<file path="src/rtl/demux8_stream.sv">
// demux8_stream: registered 1-to-8 stream demultiplexer with a one-entry holding register per channel.
// Latency: 1 cycle from input accept to out_valid on the addressed channel(s).
// Backpressure: in_ready drops only when the addressed channel (all channels for broadcast) holds a word its consumer is not taking.
//
// Ports:
//   clk, rst               clock; synchronous active-high reset
//   in_valid/in_ready      input handshake; in_data word, in_sel destination 0..7
//   in_bcast               broadcast request, honoured only when DEMUX8_BCAST_EN is defined
//   out_valid/out_ready    per-channel handshake, bit k belongs to channel k
//   out_data               channel k on bits [k*WIDTH +: WIDTH]
//
// Optional feature macro: DEMUX8_BCAST_EN (all-or-nothing broadcast to all 8 channels).
module demux8_stream #(
  parameter int WIDTH = 32
) (
  input  logic               clk,
  input  logic               rst,
  input  logic               in_valid,
  output logic               in_ready,
  input  logic [WIDTH-1:0]   in_data,
  input  logic [2:0]         in_sel,
  input  logic               in_bcast,
  output logic [7:0]         out_valid,
  input  logic [7:0]         out_ready,
  output logic [8*WIDTH-1:0] out_data
);

  logic [7:0]       vld;
  logic [WIDTH-1:0] dat [8];
  logic [7:0]       can_load;
  logic [7:0]       sel_mask;
  logic [7:0]       load;
  logic             bcast;
  logic             ready_raw;
  logic             accept;

  // A channel can take a new word when empty or when its current word leaves this cycle.
  assign can_load = ~vld | out_ready;

`ifdef DEMUX8_BCAST_EN
  assign bcast = in_bcast;
`else
  // Broadcast is compiled out; the port is kept for a uniform footprint.
  logic unused_bcast;
  assign unused_bcast = in_bcast;
  assign bcast        = 1'b0;
`endif

  always_comb begin
    sel_mask = 8'h00;
    sel_mask[in_sel] = 1'b1;
    if (bcast) begin
      // All-or-nothing: every channel must be able to load or none does.
      ready_raw = &can_load;
    end else begin
      ready_raw = can_load[in_sel];
    end
  end

  // Depends only on registered state, out_ready, in_sel and in_bcast - never on in_valid.
  assign in_ready = ready_raw & ~rst;
  assign accept   = in_valid & in_ready;
  assign load     = accept ? (bcast ? 8'hFF : sel_mask) : 8'h00;

  always_ff @(posedge clk) begin
    if (rst) begin
      vld <= 8'h00;
      for (int k = 0; k < 8; k++) begin
        dat[k] <= '0;
      end
    end else begin
      for (int k = 0; k < 8; k++) begin
        if (load[k]) begin
          // Covers drain+load in the same cycle: the new word replaces the old, valid stays set.
          dat[k] <= in_data;
          vld[k] <= 1'b1;
        end else if (out_ready[k]) begin
          // Data is deliberately kept on drain; only the valid flag clears.
          vld[k] <= 1'b0;
        end
      end
    end
  end

  assign out_valid = vld;

  always_comb begin
    out_data = '0;
    for (int k = 0; k < 8; k++) begin
      out_data[k*WIDTH +: WIDTH] = dat[k];
    end
  end

endmodule

</file>
<file path="config.mk">
export PLATFORM = sky130hd
export DESIGN_NAME = demux8_stream
export DESIGN_NICKNAME = d
export VERILOG_FILES = /design/src/rtl/demux8_stream.sv
export SDC_FILE = /design/constraint.sdc
export NUM_CORES = 1
export LEC_CHECK = 0
export ABC_AREA = 1
export BUFFER_PORTS_ARGS = -buffer_cell sky130_fd_sc_hd__buf_2
export CAP_MARGIN = 30
export CORE_ASPECT_RATIO = 1.1
export CORE_UTILIZATION = 50
export DETAILED_ROUTE_END_ITERATION = 16
export PLACE_DENSITY = 0.79
export SYNTH_ARGS = -nofsm -noshare
export SYNTH_HDL_FRONTEND = slang
export SYNTH_SLANG_ARGS = --single-unit
</file>
<file path="constraint.sdc">
create_clock -name clk -period 3 [get_ports clk]
set_input_delay 0.45 -clock clk [delete_from_list [all_inputs] [get_ports clk]]
set_output_delay 0.45 -clock clk [all_outputs]
set_load 0.02 [all_outputs]
</file>
==> reports/metrics.yaml, run 1 <==
drt_iter0_drc: 485
postCtsHoldBufs: 0
crit_type: "flip-flop to output port"
clock_latency_ns: 0.53
clk_pin_slew_ns: 0.06
tightest_slew_ns: 0.503
cts_buffers: 26
p_leak_nw: 5.20
syn_area_um2: 9500
synth_top_family_by_area: "simple AND/OR/NAND/NOR gates"
synth-compound-area-share: 0.00514
drv_slew: 0
cp.required_ns: 2.55
synth_async_sr_flop_share: 0
fin_crit_ns: 2.29
nets: 998
hold_viol_final: 0
yosys-top-cells-area: "edfxtp_1, nor2_1, buf_6, inv_1, dfxtp_1"
ir_drop_mv: 0.518
place_hpwl_mm: 16.5
cts_max_level: 1
rsz0062_at_grt: "no"
crit_chain: "nand2_1 > nor2_1 > nor2_2 > nand2_2 > nor2_8 > and2_1 > buf_2"
yosysMostFrequentCell: "edfxtp_1"
avgSynthCellArea_um2: 15.3
hold_class: "input port to flip-flop"
finalPower_mw: 8.62
drt-total-wl_mm: 25.0
port_buffers: 310
status: "complete, no violations"
holdWs_ns: 0.185
rrSetupSlack_ns: 1.00
setup_viol: 0
synth_fp_nets: 666
fill_cells: 1326
synth_top_area_share: 0.809
dr.pass1.iters: 4
worst_setup_path_end_kind: "output port"
drc: 0
cts_setup_buffers: 0
fin_crit_sh: 0.762
arrival_ns: 1.84
die_w_um: 133
synth_seq_cells: 264
ys.flop_type: "edfxtp_1"
finClkSkew_ns: 0.0123
cts_resized: 0
max_cap_violations: 0
grt_pass1_wl_mm: 35.8
core_um2: 18500
start_kind: "flip-flop"
powerDensity_nw_per_um2: 705
synthMuxAreaShare: 0
cts-root-buf: "clkbuf_16"
grt_max_degree: 41
synthAdderAreaFrac: 0
drive_above_1_share: 0.400
netlist_top_cells_count: "edfxtp_1, nor2_1, inv_1"
fp.dieH_um: 147
synth-xor-area-share: 0
wl_per_cell_um: 20.6
initial_core_util: 0.514
synth_simple_gate_area_frac: 0.123
antenna_found_initial: 0
routed_via_density: 5.13
yosys_warnings: 0
vias: 6222
diodes: 0
cpPeakStageDelay_ns: 0.32
rows: 52
dp_slack_ns: 0.657
grt_use_total: 0.251
post-route-util: 0.662
pin_count: 312
max_clock_freq_mhz: 438
synth.distinct_cells: 22
dieArea_um2: 19600
yosys.area.top_type: "edfxtp_1"
numClockSinks: 264
drtAntennaViolNets: 0
grt_pass1_vias: 5928
multi_input_area_um2: 1240
tns_ns: 0
critPathSlowestCell: "dfxtp_1"
ys_seq_area_frac: 0.826
synthCells: 619
synth_edf_count: 256
layout.area.seq_um2: 7850
syn2layout_area_growth_pct: 28.7
place_congestion: 0.835
relSlewSlack: 0.665
cp_max_fo: 9
overflow: 0
cts_max_path_buffers: 3
cts_tree: "yes"
fin_ws_ns: 0.715
==> cell usage in the layout, fill, tap and decap left out, types with 4 or more instances in the layout <==
master and instances:
buf_2 310, edfxtp_1 256, nor2_1 230, inv_1 47, clkbuf_16 26, buf_4 17, nand2_2 9, clkinv_1 8
nand2_1 8, a21oi_1 8, dfxtp_1 8, nand4_4 6, nand3_1 5, bufinv_16 5, clkbuf_1 5, nand4_1 4
buf_12 4
==> routing by layer <==
metal  share of wire  wire length [um]  track usage
met3           0.062              1550       0.0309
met1            0.39              9730        0.324
met4           0.043              1080        0.117
met2            0.51             12600        0.425
met5               0                 0            0
==> sequential cells by signal (all words and copies together) (netlist names) <==
| signal | cells |
|---|---|
| dat | 256 |
| out_valid | 8 |
==> stage by stage <==
stage / instance area [um^2] / cells
2_1_floorplan: 9500 / 619
3_3_place_gp: 11300 / 1166
3_5_place_dp: 11300 / 1166
4_1_cts: 12200 / 1214
5_1_grt: 12200 / 1214
6_report: 12200 / 1214
==> logic make-up after synthesis <==
kind of cell,count (synthesis)
buffers and inverters,77
and+or+nand+nor,269
DFF,264
AOI/OAI and AO/OA,9
==> critical path, delay by kind of cell (launching register included) <==
family,cells,cell delay (ns)
DFF,1,0.32
buffers and inverters,1,0.16
and+or+nand+nor,6,0.83
==> report_power, final <==
group	internal (mW)	total [mW]	switching, mW
Clock	2.03	3.37	1.35
Combinational	0.228	0.889	0.662
Sequential	4.30	4.36	0.0629
==> final cells by class <==
type,count,area share
clock inverters,17,0.0179
multi-input cells,278,0.101
well taps,243,0.0249
repair buffers,331,0.144
flip-flops and latches,264,0.642
clock buffers,31,0.0548
inverters,50,0.0154
==> worst paths after layout <==
path	startpoint	endpoint	cells after the start
hold / removal	out_ready[0]	out_valid[0]	4
setup reg to reg	out_valid[3]	dat[1][52]	6
hold reg to reg	out_valid[0]	out_valid[0]	2
setup / recovery	out_valid[5]	in_ready	7
Note: power is estimated with default switching activity, not from simulation.
==> inputs of run 2 (changes only) <==
clock period = 2.26 ns   (was 3 ns; I/O delays follow)
==> run 2 against run 1 <==
Sequential share of layout area down 0.55 points. Critical path depth unchanged. Sequential power grew 33%. Critical path type unchanged. Worst hold slack got worse by 0.11 ns. Via count increased by 1.6%. Flip-flop and latch count is the same. Highest routed layer unchanged.
==> reports/metrics.yaml, run 2 (synthesis results as in run 1) <==
arrival_ns: 1.77  # was 1.84 ns
cts_max_level: 1  # unchanged
cts_max_path_buffers: 3  # unchanged
cts_buffers: 26  # unchanged
start_kind: "flip-flop"  # unchanged
finalPower_mw: 11.4  # was 8.62 mW
cts_tree: "yes"  # unchanged
p_leak_nw: 5.25  # was 5.20 nW
critPathSlowestCell: "dfxtp_1"  # unchanged
crit_chain: "nand2_1 > nor2_1 > nor2_1 > nand2_2 > nor2_8 > and2_1 > buf_2"  # was nand2_1 > nor2_1 > nor2_2 > nand2_2 > nor2_8 > and2_1 > buf_2
placed_area_um2: 11500  # was 11300 um^2
place_congestion: 0.826  # was 0.835
fin_crit_ns: 2.11
antenna_found_initial: 2  # was 0
cp_top_family: "simple AND/OR/NAND/NOR gates"  # unchanged
cts_resized: 0  # unchanged
clock_latency_ns: 0.52  # was 0.53 ns
cpPeakStageDelay_ns: 0.32  # about the same
clk_pin_slew_ns: 0.06  # about the same
layout.cells.most_common: "buf_2"  # unchanged
setup_viol: 0  # unchanged
drtAntennaViolNets: 0  # unchanged
pin_count: 312  # unchanged
fill_cells: 1292  # was 1326
rows: 52  # unchanged
dr.pass1.iters: 5  # was 4
fin_area_um2: 12300  # was 12200 um^2
initial_core_util: 0.514  # unchanged
hold_viol_final: 0  # unchanged
numClockSinks: 264  # unchanged
postCtsHoldBufs: 0  # unchanged
crit_type: "flip-flop to output port"  # unchanged
drv_slew: 0  # unchanged
fin_ws_ns: 0.150  # was 0.715 ns
grt_pass1_vias: 6300  # was 5928
max_clock_freq_mhz: 474
tightest_slew_ns: 0.550  # was 0.503 ns
finClkSkew_ns: 0.0108  # was 0.0123 ns
worst_setup_path_end_kind: "output port"  # unchanged
rsz0062_at_grt: "no"  # unchanged
cp_num_buf_inv: 1  # unchanged
tns_ns: 0  # unchanged
ir_drop_mv: 0.663  # was 0.518 mV
critPathMostFrequentCell: "nor2_1"
fin_crit_sh: 0.934
drt_iter0_drc: 517  # was 485
core_um2: 18500  # unchanged
max_cap_violations: 0  # unchanged
port_buffers: 310  # unchanged
nets: 1000  # was 998
drc: 0  # unchanged
syn2layout_area_growth_pct: 29.8  # was 28.7%
drive_above_1_share: 0.400  # about the same
largest_reg_flops: 256  # unchanged
die_w_um: 133  # unchanged
overflow: 0  # unchanged
wl_per_cell_um: 20.9  # was 20.6 um
routed_via_density: 5.20  # was 5.13
vias: 6321  # was 6222
grt_max_degree: 41  # unchanged
relSlewSlack: 0.633  # was 0.665
final_cell_mix: "buf_2, edfxtp_1, nor2_1, inv_1, clkbuf_16"  # unchanged
post-route-util: 0.667  # was 0.662
cp.required_ns: 1.92  # was 2.55 ns
status: "complete, no violations"  # unchanged
fp.dieH_um: 147  # unchanged
powerDensity_nw_per_um2: 922  # was 705 nW/um^2
place_hpwl_mm: 16.8  # was 16.5 mm
cts_setup_buffers: 0  # unchanged
grt_pass1_wl_mm: 37.0  # was 35.8 mm
grt_use_total: 0.259  # was 0.251
dp_slack_ns: 0.233  # was 0.657 ns
dieArea_um2: 19600  # unchanged
drt-total-wl_mm: 25.4  # was 25.0 mm
largest_register: "dat"  # unchanged
cp_max_fo: 9  # unchanged
hold_class: "input port to flip-flop"  # unchanged
cts-root-buf: "clkbuf_16"  # unchanged
run 2: cell types whose count changed in the layout (fill, tap and decap cells not counted), moves of 2 or more:
cell      previous run  this run
buf_4               17        10
clkinv_1             8         6
buf_12               4        13
clkbuf_1             5         7
run 2: area by class of cell:
type / count / area (um^2) / share of cell area
antenna: 1 / 2.50 / 0.000203
clock buffer: 34 / 702 / 0.0569
clock inverter: 13 / 161 / 0.0131
inverter: 50 / 188 / 0.0152
multi-input combinational: 278 / 1240 / 0.100
sequential: 264 / 7850 / 0.636
tap: 243 / 304 / 0.0247
timing repair buffer: 333 / 1890 / 0.153
run 2: per-layer routing:
layer | vias up | part of all wire | GRT usage
li1 | 2786 | - | -
met1 | 3074 | 0.36 | 0.313
met2 | 365 | 0.51 | 0.438
met3 | 96 | 0.072 | 0.0479
met4 | 0 | 0.054 | 0.144
met5 | - | 0 | 0
run 2: through the flow:
stage                     hold WS, ns  std cells
after global routing            0.109       1216
after global placement          0.468       1168
final                          0.0790       1216
after CTS                      0.0610       1215
after detailed placement        0.469       1168
after floorplan                 0.514        619
run 2: path summary, 6_finish.rpt:
kind           startpoint            to  slack (ns)  cells past startpoint
max          out_valid[6]      in_ready        0.15                      7
min          out_ready[0]  out_valid[0]        0.08                      4
max reg2reg  out_valid[6]    dat[1][73]        0.46                      8
min reg2reg  out_valid[0]  out_valid[0]        0.48                      2
run 2: tightest hold or removal path: cells and delay by family:
family                 cells  cell delay [ns]
AOI/OAI and AO/OA          1             0.05
buffers and inverters      2             0.12
and+or+nand+nor            1             0.05
run 2: where the power goes:
group          total (mW)  internal [mW]  switching [mW]  leakage, nW
combinational        1.21          0.329           0.886         2.30
clock                4.38           2.63            1.74        0.417
sequential           5.78           5.70          0.0825         2.52
